## src/rtl/cc_nestscan.sv

```systemverilog
// Nest-pattern scan sequencer: walks the row index of an external row source and reports first hit and hit count.
// Optional macro CC_NESTSCAN_STOPONHIT_EN ends the scan on the first nest row.
module cc_nestscan #(
  parameter int NESTSCAN_DATAWIDTH  = 8,
  parameter int NESTSCAN_ROWS       = 8,
  parameter int NESTSCAN_ADDRWIDTH  = 3,
  parameter int NESTSCAN_COUNTWIDTH = 4
) (
  input  logic                           CC_NESTSCAN_CLOCK_50,
  input  logic                           CC_NESTSCAN_RESET_InHigh,
  input  logic                           CC_NESTSCAN_start_InHigh,
  input  logic [NESTSCAN_DATAWIDTH-1:0]  CC_NESTSCAN_data_InBUS,
  output logic [NESTSCAN_ADDRWIDTH-1:0]  CC_NESTSCAN_RowAddr_OutBUS,
  output logic                           CC_NESTSCAN_busy_OutHigh,
  output logic                           CC_NESTSCAN_done_OutHigh,
  output logic                           CC_NESTSCAN_hit_OutHigh,
  output logic [NESTSCAN_ADDRWIDTH-1:0]  CC_NESTSCAN_HitRow_OutBUS,
  output logic [NESTSCAN_COUNTWIDTH-1:0] CC_NESTSCAN_HitCount_OutBUS
);

  // state | meaning
  // IDLE  | waiting for start; results held
  // SCAN  | one row evaluated per cycle
  // DONE  | one-cycle completion pulse
  typedef enum logic [1:0] {ST_IDLE, ST_SCAN, ST_DONE} state_t;

  localparam logic [NESTSCAN_DATAWIDTH-1:0]  LP_NEST_A = NESTSCAN_DATAWIDTH'(8'h20);
  localparam logic [NESTSCAN_DATAWIDTH-1:0]  LP_NEST_B = NESTSCAN_DATAWIDTH'(8'h04);
  localparam logic [NESTSCAN_ADDRWIDTH-1:0]  LP_LAST   = NESTSCAN_ADDRWIDTH'(NESTSCAN_ROWS - 1);
  localparam logic [NESTSCAN_COUNTWIDTH-1:0] LP_ONE    = NESTSCAN_COUNTWIDTH'(1);

  state_t                           r_state;
  state_t                           w_next_state;
  logic [NESTSCAN_ADDRWIDTH-1:0]    r_row_addr;
  logic                             r_hit;
  logic [NESTSCAN_ADDRWIDTH-1:0]    r_hit_row;
  logic [NESTSCAN_COUNTWIDTH-1:0]   r_hit_count;
  logic                             w_nest_n;
  logic                             w_nest;
  logic                             w_last;
  logic                             w_stop;

  // Same match as the nest checker, whose output is active-low.
  assign w_nest_n = !((CC_NESTSCAN_data_InBUS == LP_NEST_A) ||
                      (CC_NESTSCAN_data_InBUS == LP_NEST_B));
  assign w_nest   = ~w_nest_n;
  assign w_last   = (r_row_addr == LP_LAST);

`ifdef CC_NESTSCAN_STOPONHIT_EN
  assign w_stop = w_last | w_nest;
`else
  assign w_stop = w_last;
`endif

  always_ff @(posedge CC_NESTSCAN_CLOCK_50 or posedge CC_NESTSCAN_RESET_InHigh) begin
    if (CC_NESTSCAN_RESET_InHigh) begin
      r_state <= ST_IDLE;
    end else begin
      r_state <= w_next_state;
    end
  end

  always_comb begin
    w_next_state = r_state;
    case (r_state)
      ST_IDLE: if (CC_NESTSCAN_start_InHigh) w_next_state = ST_SCAN;
      ST_SCAN: if (w_stop) w_next_state = ST_DONE;
      ST_DONE: w_next_state = ST_IDLE;
      default: w_next_state = ST_IDLE;
    endcase
  end

  always_ff @(posedge CC_NESTSCAN_CLOCK_50 or posedge CC_NESTSCAN_RESET_InHigh) begin
    if (CC_NESTSCAN_RESET_InHigh) begin
      r_row_addr  <= '0;
      r_hit       <= 1'b0;
      r_hit_row   <= '0;
      r_hit_count <= '0;
    end else begin
      case (r_state)
        ST_IDLE: begin
          if (CC_NESTSCAN_start_InHigh) begin
            r_row_addr  <= '0;
            r_hit       <= 1'b0;
            r_hit_row   <= '0;
            r_hit_count <= '0;
          end
        end
        ST_SCAN: begin
          if (w_nest) begin
            r_hit_count <= r_hit_count + LP_ONE;
            if (!r_hit) begin
              r_hit     <= 1'b1;
              r_hit_row <= r_row_addr;
            end
          end
          // Address freezes on the terminating row so it reflects where the scan ended.
          if (!w_stop) r_row_addr <= r_row_addr + NESTSCAN_ADDRWIDTH'(1);
        end
        default: ;
      endcase
    end
  end

  assign CC_NESTSCAN_RowAddr_OutBUS  = r_row_addr;
  assign CC_NESTSCAN_busy_OutHigh    = (r_state == ST_SCAN);
  assign CC_NESTSCAN_done_OutHigh    = (r_state == ST_DONE);
  assign CC_NESTSCAN_hit_OutHigh     = r_hit;
  assign CC_NESTSCAN_HitRow_OutBUS   = r_hit_row;
  assign CC_NESTSCAN_HitCount_OutBUS = r_hit_count;

endmodule

```

## config.mk

```make
export PLATFORM = sky130hd
export DESIGN_NAME = cc_nestscan
export DESIGN_NICKNAME = d
export VERILOG_FILES = /design/src/rtl/cc_nestscan.sv
export SDC_FILE = /design/constraint.sdc
export NUM_CORES = 1
export LEC_CHECK = 0
export CAP_MARGIN = 20
export CELL_PAD_IN_SITES_DETAIL_PLACEMENT = 1
export CELL_PAD_IN_SITES_GLOBAL_PLACEMENT = 1
export CORE_ASPECT_RATIO = 0.9
export CORE_MARGIN = 4
export CORE_UTILIZATION = 29
export DETAILED_ROUTE_END_ITERATION = 6
export PLACE_DENSITY_LB_ADDON = 0.25
export SKIP_LAST_GASP = 1
export SLEW_MARGIN = 20
export SYNTH_ARGS = -nofsm -noshare
export SYNTH_HDL_FRONTEND = slang
export SYNTH_SLANG_ARGS = --single-unit
```

## constraint.sdc

```tcl
create_clock -name CC_NESTSCAN_CLOCK_50 -period 1.2 [get_ports CC_NESTSCAN_CLOCK_50]
set_input_delay 0.24 -clock CC_NESTSCAN_CLOCK_50 [delete_from_list [all_inputs] [get_ports CC_NESTSCAN_CLOCK_50]]
set_output_delay 0.24 -clock CC_NESTSCAN_CLOCK_50 [all_outputs]
set_load 0.005 [all_outputs]
```

* After elaboration in Yosys (flattened, before gate mapping) *
Cells that the tools add are included.

operators by class
  $add $sub $neg = 2
  equal/unequal tests = 10
  multiplexer cells = 15
  reductions and logical operators = 7

operators by type and width
  kind                   count
  $mux W3                4
  $pmux W3 S2            2
  $eq A8 B3 Y1 const B   1
  $eq A8 B6 Y1 const B   1
  $mux W4                2
  $pmux W4 S2            1
  $ne A2 B2 Y1 const B   3
  $reduce_and A3 Y1      2
  $add A4 B1 Y4 const B  1
  $mux W2                2
  $ne A2 B1 Y1 const B   2
  $pmux W2 S2            1
  $reduce_and A4 Y1      1
  $add A3 B1 Y3 const B  1
  $eq A3 B3 Y1 const B   1
  $eq A2 B1 Y1 const B   1
  $eq A2 B2 Y1 const B   1
  $logic_not A2 Y1       1
  $mux W1                2
  $pmux W1 S2            1
  $reduce_and A2 Y1      1
  $reduce_bool A2 Y1     1
  $logic_or A1 B1 Y1     1

word-level totals
  register bits after elaboration = 13
  output and inout port bits = 13

* Logic depth before layout (Yosys ltp) *
Gate-level depths: netlist of the first run.

  depth after elaboration = 4
  mapped depth = 5
  depth with buffers taken out = 5

* Least setup slack after synthesis of the first run *
No wires, ideal clock.

  kind = register to register
  start = register r_row_addr[0], in the netlist CC_NESTSCAN_RowAddr_OutBUS[0]
  end = register r_row_addr[0], in the netlist CC_NESTSCAN_RowAddr_OutBUS[0]
  setup time = 0.121 ns
  arrival time = 1.258 ns
  data required time = 1.079 ns
  slack = -0.179 ns
  cell stages (with the launch flop) = 5
  path buffers = 0
  period minus slack after synthesis = 1.379 ns
  path through = dfrtp_1 > ha_1 > ha_1 > mux2_2 > a22o_1

on the way
  cells in the longest elaborated chain, start to end = 3
  elaborated cells between the ends (all ways) = 6
  classes of those cells = 1 x add/sub; 2 x eq/ne; 2 x mux; 1 x reduce/logical

RTL lines
  what                                              line    RTL
  from (decl)                                       34      logic [NESTSCAN_ADDRWIDTH-1:0] r_row_addr;
  from (signal assigned)                            98      if (!w_stop) r_row_addr <= r_row_addr + NESTSCAN_ADDRWIDTH'(1);
  $add A3 B1 Y3 or $eq A3 B3 Y1 (tied branches)     98, 47
  $mux W3 or $ne A2 B2 Y1 (tied branches)           -
  $pmux W3 S2 or $reduce_and A3 Y1 (tied branches)  -

Several ways; a longest one is shown, not always the timed one. The select of a mux whose other input is x is not followed.
A chain may end at the register's enable or synchronous reset.

* Worst setup path in the final report of the first run *
  start = register r_state[1]
  end = register r_hit_row[1], in the netlist CC_NESTSCAN_HitRow_OutBUS[1]

on the way
  cells in the longest elaborated chain, start to end = 3
  elaborated cells between the ends (all ways) = 8
  classes of those cells = 4 x eq/ne; 1 x mux; 3 x reduce/logical

RTL lines
  what                                                  line  RTL
  from (decl)                                           32    state_t r_state;
  from (signal assigned)                                59    r_state <= w_next_state;
  $eq A2 B1 Y1 or $logic_not A2 Y1 (tied branches)      80    case (r_state)
  $ne A2 B2 Y1 (no line), or another cell as far along  -
  $reduce_and A4 Y1 (no line)                           -
  to (signal assigned)                                  94    r_hit_row <= r_row_addr;
  to (decl)                                             36    logic [NESTSCAN_ADDRWIDTH-1:0] r_hit_row;

Several ways; a longest one is shown, not always the timed one.

==> summary by stage, run 1 <==
Timing
The smallest hold slack is 245 ps. At the pin with the least slew margin, the transition time is 257 ps. The fraction of the cycle the final worst path needs is 1.20. Based on the critical path, the design can be clocked at up to 693 MHz. On the final layout, the worst clock skew is 10.4 ps. The post-route minimum period is 1440 ps. The count of endpoints failing hold in the final timing report is 0. The setup slack of the critical path after layout is -242 ps. The max-slew violation total from the final report is 0. In this run the tightest slew margin relative to its limit is 0.828. The number of failing setup endpoints in the final timing report is 16. Setup repair after global routing could not meet its margin everywhere.

Setup path
In this run the worst setup path begins at r_state[1]$_DFFE_PP0P_. Data arrives at the worst endpoint at 1630 ps. The signal on the critical path passes through buf_4 > nor2_4 > nand4_2 > mux2_4 > a22o_1. The worst setup path is launched from a flop. The endpoint type of the worst setup path is a flop. In this run the critical register-to-register path is captured at CC_NESTSCAN_HitRow_OutBUS[1]$_DFFE_PP0P_. The critical path class is flop to flop. Following the worst setup path forward leads to its endpoint at CC_NESTSCAN_HitRow_OutBUS[1]$_DFFE_PP0P_.

The category of cells accounting for the largest share of critical-path delay is flip-flops. The data required time of the worst path is 1390 ps. The worst register-to-register path begins at r_state[1]$_DFFE_PP0P_. The largest individual stage delay along the critical path comes from the cell dfrtp_1. The delay of the slowest cell on the worst path is 400 ps. The buffering stage count on the worst path with inverters included is 1.

The setup slack of the most critical reg-to-reg path is -240 ps. The number of cells on the worst reg-to-reg path is 5. The worst-path maximum fanout is 4.

The number of gates on the worst path with buffers counted is 5.

Power and ir drop
The maximum VDD drop is 1320 uV. The internal portion of the total power is 0.00160 W. Of the total power, combinational logic draws 0.641. The switching power of the nets is 0.000871 W.

The share of total power in sequential cells is 0.238. The static leakage is 0.693 nW. The completed layout was analyzed and its total power is 0.00247 W. The clock share of power is 0.121. The total power density per cell area is 1760 nW/um^2. The switching share of power is 0.353.

Global routing
The total global-route track usage is 0.187. The first-pass GRT wire length is 4290 um. Entering global routing, the biggest net connects 14 pins.

The initial antenna violation count is 0. The number of global-route vias before repair is 860. After global routing the overflow that remains totals 0.

Synth
The share of the Yosys chip area taken by registers is 0.475. The biggest area contributor in the post-synthesis netlist is dfrtp_1. Of the total synthesized cell area, the portion taken by XOR and XNOR cells is 0.0128. The count of warnings emitted by yosys is 0.

The share of synthesized area in the top cell type comes to 0.475. Of the total synthesized cell area, the portion taken by AND, OR, NAND and NOR gates is 0.214. The count of state elements after synthesis is 13.

The count of mapped cells out of synthesis is 63. Of the total synthesized cell area, the portion taken by full adders, half adders and majority gates is 0.0548. By area the synthesized netlist is led by dfrtp_1 48%, a22o_1 7.7%, ha_1 5.5%, nor4_4 3.1%, mux2i_1 2.9%. The portion of netlist area occupied by mux cells is 0.0622.

Counting distinct cell types in the post-synthesis netlist gives 27. The summed instance area of the synthesized netlist is 684 um^2. The area fraction in compound gates after synthesis is 0.159. The mean instance size in the synthesized netlist is 10.9 um^2. The combinational family with the most area after synthesis is simple AND/OR/NAND/NOR gates. The synthesized net count is 77.

Drt
Dividing the detail-routed wire length by the instance count gives 19.9 um. Once detail routing completed, the nets flagged for antenna violations numbered 0. The routed layout has 783 vias. The routed length on met3 is 129 um. The highest metal layer with signal wires is met4. The count of unresolved DRC violations after routing is 0. The detailed router's first-iteration violation count is 8. In the final routing, the length of wire on met1 measures 1290 um. The first-pass detailed-route iteration total is 2. In the routed layout, each cell is associated on average with a via count of 5.02. For this block, the routed nets add up to 3100 um of wire. The detailed route wirelength on metal2 is 1620 um.

CTS
The cell sitting at the root of the clock tree is a clkbuf_4. The clock passes through at most 2 buffers. The insertion delay of the later-clocked pin in the worst-skew pair is 290 ps. The post-CTS clock slew at the launch and capture registers of the worst setup and hold paths is 100 ps. The number of clock sinks seen by CTS is 13. For this design, the CTS-stage hold fixing added 0 buffers. Counting the buffers created by CTS gives 3. The total number of H-tree levels is 1.

TritonCTS built the clock tree.

Die
In this run the horizontal extent of the chip is 59.2 um. The number of top-level pins is 24. The number of cell rows is 16. The die covers 3200 um^2.

For this configuration, the core starts out at a cell density of 0.308. The floorplan step defined a core boundary enclosing 2220 um^2. Measured along the y axis, the die boundary spans 54.1 um.

Status
The run finished, with violations left. The final reports fail on setup timing.

Placed design
At the placement stage, the worst setup path has a slack of -671 ps. The placed wire-length estimate is 1640 um. The weighted congestion reported at the end of routability-driven placement is 0.756.

Port buffering added 23 buffers.

Min path
The worst hold path belongs to the class input pin to async pin.

Final layout
The fraction of layout instances using a drive strength above 1 is 0.558. The final layout contains 144 nets. The area growth from synthesis to layout is 105%. The final standard cell utilization of the core is 0.632.

The total inserted antenna cells is 0.

Flow run
The number of maximum-capacitance constraint violations is 0.
placed cells by master (no fill, tap or decap), types with 2 or more instances in the layout:
| master | netlist | routed |
|---|---|---|
| clkdlybuf4s50_1 | 0 | 4 |
| a21oi_2 | 0 | 2 |
| nand3_1 | 3 | 3 |
| nand2_1 | 5 | 3 |
| clkdlybuf4s15_1 | 0 | 7 |
| mux2_4 | 0 | 2 |
| ha_4 | 0 | 2 |
| buf_6 | 0 | 12 |
| dfrtp_1 | 13 | 12 |
| nor2_2 | 0 | 3 |
| nand2_2 | 0 | 2 |
| mux2i_1 | 2 | 2 |
| nand2b_4 | 0 | 2 |
| buf_4 | 0 | 31 |
| a22o_1 | 6 | 6 |
| nand4_1 | 2 | 2 |
| inv_1 | 3 | 3 |
| clkbuf_4 | 0 | 3 |
| dlygate4sd2_1 | 0 | 7 |
layout make-up:
type / instances / area, um^2
timing repair buffer: 63 / 549
tap: 27 / 33.8
sequential: 13 / 327
clock buffer: 4 / 26.3
inverter: 3 / 11.3
multi-input combinational: 46 / 458
fill: 249 / 817
timing repair:
item / CTS / global route
buffers inserted: 13 / 8
gates resized for setup: 54 / 20
pin swaps: 8 / 8
hold endpoints to repair: 0 / 0
endpoints found under the setup margin: 24 / 24
flip-flops by register name (all words and copies together) (netlist names):
register and count:
CC_NESTSCAN_HitCount_OutBUS 4, r_state 2, CC_NESTSCAN_HitRow_OutBUS 3, CC_NESTSCAN_RowAddr_OutBUS 3
CC_NESTSCAN_hit_OutHigh 1
worst reg2reg max path: stages, from the launching register on:
cell and delay (ps):
dfrtp_1 400, buf_4 170, nor2_4 90, nand4_2 170, mux2_4 340, a22o_1 180
cells by family after synthesis:
kind of cell | after synthesis
XOR/XNOR | 1
AND/OR/NAND/NOR | 24
flip-flops | 13
AO/OA/AOI/OAI | 14
buffers and inverters | 4
multiplexers | 4
adder cells (fa/ha/maj) | 3
worst min path at each step:
stage | slack [ps] | cells past startpoint | endpoint | from
finish | 240 | 3 | CC_NESTSCAN_HitRow_OutBUS[0]$_DFFE_PP0P_ | CC_NESTSCAN_RESET_InHigh
global route | 270 | 3 | CC_NESTSCAN_HitRow_OutBUS[0]$_DFFE_PP0P_ | CC_NESTSCAN_RESET_InHigh
CTS | 250 | 3 | CC_NESTSCAN_HitCount_OutBUS[2]$_DFFE_PP0P_ | CC_NESTSCAN_RESET_InHigh
detailed placement | 490 | 1 | CC_NESTSCAN_HitRow_OutBUS[2]$_DFFE_PP0P_ | CC_NESTSCAN_HitRow_OutBUS[2]$_DFFE_PP0P_
global placement | 460 | 1 | CC_NESTSCAN_HitCount_OutBUS[3]$_DFFE_PP0P_ | CC_NESTSCAN_HitCount_OutBUS[3]$_DFFE_PP0P_
floorplan | 120 | 1 | CC_NESTSCAN_HitCount_OutBUS[0]$_DFFE_PP0P_ | CC_NESTSCAN_RESET_InHigh
power groups by stage:
stage,combinational [W],sequential (W),clock [W]
finish,0.00158,0.000587,0.000299
global route,0.00167,0.000597,0.000324
floorplan,0.000424,0.000618,0
detailed placement,0.000992,0.000597,0
global placement,0.000962,0.000591,0
CTS,0.00130,0.000573,0.000293
cells in the mapped netlist (all sizes together):
| cell | n |
|---|---|
| or2 | 1 |
| nor4 | 1 |
| ha | 3 |
| mux2 | 2 |
| o22ai | 1 |
| nand3 | 3 |
| a21oi | 2 |
| a22o | 6 |
| xor2 | 1 |
| nand2b | 3 |
| o2bb2ai | 1 |
| a21o | 2 |
| mux2i | 2 |
| o21bai | 1 |
| dfrtp | 13 |
| nor2 | 4 |
| inv | 3 |
| clkbuf | 1 |
| o211ai | 1 |
| nand2 | 5 |
| nand4 | 3 |
| nor3b | 1 |
| and2 | 1 |
| nor2b | 2 |
metrics by stage:
step	instance area [um^2]	instances	setup TNS, ps
4_1_cts	1310	150	-1970
2_1_floorplan	702	63	-437
3_3_place_gp	1130	134	-4580
6_report	1410	156	-2610
5_1_grt	1410	156	-3610
3_5_place_dp	1130	134	-4950
per-layer routing:
layer / global-route usage / vias to the layer above
li1: - / 358
met1: 0.234 / 396
met2: 0.340 / 25
met3: 0.0288 / 4
met4: 0.0340 / 0
met5: 0 / -
Note: power is estimated with default switching activity, not from simulation.
==> run 2, diff against run 1 <==
--- a/config.mk
+++ b/config.mk
@@ -5,7 +5,6 @@
 export SDC_FILE = /design/constraint.sdc
 export NUM_CORES = 1
 export LEC_CHECK = 0
-export CAP_MARGIN = 20
 export CELL_PAD_IN_SITES_DETAIL_PLACEMENT = 1
 export CELL_PAD_IN_SITES_GLOBAL_PLACEMENT = 1
 export CORE_ASPECT_RATIO = 0.9
==> results of run 2 <==
Final layout, timing and power as in run 1 (identical DEF).
==> run 3, diff against run 2 <==
--- a/config.mk
+++ b/config.mk
@@ -12,6 +12,7 @@
 export CORE_UTILIZATION = 29
 export DETAILED_ROUTE_END_ITERATION = 6
 export PLACE_DENSITY_LB_ADDON = 0.25
+export SETUP_SLACK_MARGIN = 0.05
 export SKIP_LAST_GASP = 1
 export SLEW_MARGIN = 20
 export SYNTH_ARGS = -nofsm -noshare
==> summary by stage, run 3 (synthesis results as in run 1) <==
Status
The run finished, with violations left. The checks that failed: setup timing.

Global routing
The first-pass GRT wire length is 3690 um (-14%). The sum of overflow across all layers after global routing is 0 (unchanged). The initial antenna violation count was 0 (unchanged). The maximum number of pins on one net before global-route repair was 14 (unchanged). The number of global-route vias before repair is 773 (-10%). The total global-route track usage is 0.165 (-0.0214).

Timing
The number of failing setup endpoints in the final timing report is 15 (-1). The worst-case clock skew is 2.10 ps (-8.33 ps). The max-slew violation total from the final report is 0 (unchanged). The smallest hold slack is 242 ps (-2.77 ps). Setup repair after global routing could not meet its margin everywhere. The maximum frequency from static timing analysis is 706 MHz (+1.7%). The setup slack of the critical path after layout is -217 ps (+24.7 ps).

The accumulated negative setup slack is -2240 ps (+372 ps). The fraction of the cycle the final worst path needs is 1.18 (-0.0206). The post-route minimum period is 1420 ps (-24.7 ps).

The count of endpoints failing hold in the final timing report came to 0 (unchanged). The slew at the pin with the worst max-slew slack is 271 ps (+14.8 ps). The headroom to the max-slew limit came to 0.818 (-0.00993).

CTS
The insertion delay of the later-clocked pin in the worst-skew pair is 290 ps (about the same). The post-CTS clock slew at the launch and capture registers of the worst setup and hold paths is 80 ps (-20 ps). The number of buffers added by the clock tree synthesis step was 3 (unchanged). The number of buffers inserted by hold repair at cts came to 0 (unchanged). The total number of H-tree levels is 1 (unchanged). The number of clock sinks seen by CTS is 13 (unchanged). The clock tree buffer depth came to 2 (unchanged). Clock tree synthesis selected as its root buffer the cell clkbuf_4. TritonCTS built the clock tree.

Min path
The worst min-delay path category is input pin to async pin.

Flow run
The number of maximum-capacitance constraint violations came to 0 (unchanged).

Drt
The detailed router's first-iteration violation count is 8 (unchanged). The count of unresolved DRC violations after routing is 0 (unchanged). The vias per cell is 4.87 (-3.0%). The aggregate routed wire length is 2650 um (-14%).

The routed length per instance was 17.6 um (-12%). The first-pass detailed-route iteration total is 2 (unchanged). The total via count in the routed design came to 735 (-6.1%). The remaining antenna violation count is 0 (unchanged).

Placed design
The number of buffers inserted by port buffering was 23 (unchanged). The placed wire-length estimate is 1490 um (-9.2%). The weighted congestion reported at the end of routability-driven placement is 0.682 (-9.8%).

Die
The number of top-level pins was 24 (unchanged). The height of the die is 54.1 um (unchanged). The number of cell rows is 16 (unchanged). The area of the placeable core is 2220 um^2 (unchanged). The die area is 3200 um^2 (unchanged).

The initial core utilization is 0.308 (unchanged). The die outline width is 59.2 um (unchanged).

Final layout
The number of flip-flops in the largest register is 4 (unchanged). The growth of design area from synthesis to finish is 92.9%. Leaving out fill and tap cells, the most frequent cells in the layout are 28 x buf_4, 12 x dfrtp_1, 10 x buf_6. The filler cell count in the final layout is 255 (+2.4%). The total inserted antenna cells is 0 (unchanged).

The fraction of layout instances using a drive strength above 1 is 0.556 (-0.00169). The most common cell after layout, fill and taps aside is buf_4. The final standard cell utilization of the core came to 0.594 (-0.0383). The net total in the final layout is 139 (-3.5%).

Setup path
The data arrival time of the worst path was 1590 ps (-40 ps). The worst-path maximum fanout is 7 (+3). The data required time of the worst path is 1380 ps (about the same). The worst setup path is captured at a flop. The worst setup path is of the flop to flop kind. The kind of start point of the critical path is a flop.

Power and ir drop
The static leakage is 0.655 nW (-5.5%). The total power density per cell area came to 1800 nW/um^2 (+2.8%). The maximum VDD drop came to 1220 uV (-7.3%).
==> run 3: stage by stage <==
stage	total power [W]	instances	worst slack (ps)	area, um^2
after floorplan	0.00104	63	-123	702
after global placement	0.00147	128	-600	1080
after detailed placement	0.00151	128	-654	1080
after CTS	0.00204	143	-179	1240
after global routing	0.00253	151	-247	1320
final	0.00238	151	-217	1320
==> run 3: cell type report <==
class                           instances  area [um^2]  share of cell area
Clock buffer                            4         26.3              0.0199
Inverter                                3         11.3             0.00853
Multi-Input combinational cell         46          440               0.334
Sequential cell                        13          327               0.247
Tap cell                               27         33.8              0.0256
Timing Repair Buffer                   58          482               0.365
==> run 3: critical path, stage by stage (launching register included) <==
cell and delay (ps):
dfrtp_2 470, buf_4 150, o21bai_1 140, buf_4 170, a21o_4 190, a21o_1 190
==> run 3: repair_timing <==
| item | 4_1_cts | 5_1_grt |
|---|---|---|
| pin swaps | 9 | 4 |
| gates resized for setup | 55 | 20 |
| cloned | 0 | 0 |
| setup endpoints to repair | 24 | 22 |
| buffers inserted | 11 | 9 |
==> run 3: report_power, final <==
group / switching, W / leakage (nW) / internal (W) / total [W]
sequential: 0.0000783 / 0.171 / 0.000522 / 0.000600
combinational: 0.000590 / 0.468 / 0.000906 / 0.00150
clock: 0.000156 / 0.0150 / 0.000130 / 0.000286
==> run 3: final timing paths <==
path | endpoint | cells past startpoint | from | slack (ps)
setup reg to reg | CC_NESTSCAN_HitRow_OutBUS[2]$_DFFE_PP0P_ | 5 | r_state[1]$_DFFE_PP0P_ | -220
setup / recovery | CC_NESTSCAN_HitRow_OutBUS[2]$_DFFE_PP0P_ | 5 | r_state[1]$_DFFE_PP0P_ | -220
min in group CC_NESTSCAN_CLOCK_50 | CC_NESTSCAN_HitCount_OutBUS[3]$_DFFE_PP0P_ | 1 | CC_NESTSCAN_HitCount_OutBUS[3]$_DFFE_PP0P_ | 510
hold / removal | CC_NESTSCAN_HitRow_OutBUS[0]$_DFFE_PP0P_ | 3 | CC_NESTSCAN_RESET_InHigh | 240
hold reg to reg | CC_NESTSCAN_HitCount_OutBUS[3]$_DFFE_PP0P_ | 1 | CC_NESTSCAN_HitCount_OutBUS[3]$_DFFE_PP0P_ | 510
max in group asynchronous | r_state[1]$_DFFE_PP0P_ | 3 | CC_NESTSCAN_RESET_InHigh | 780
==> run 3: routing by layer <==
| metal | vias to the layer above | global-route usage | share of wire |
|---|---|---|---|
| met5 | - | 0 | 0 |
| li1 | 350 | - | - |
| met3 | 4 | 0.0336 | 0.044 |
| met4 | 0 | 0.0679 | 0.021 |
| met2 | 20 | 0.304 | 0.53 |
| met1 | 361 | 0.186 | 0.40 |
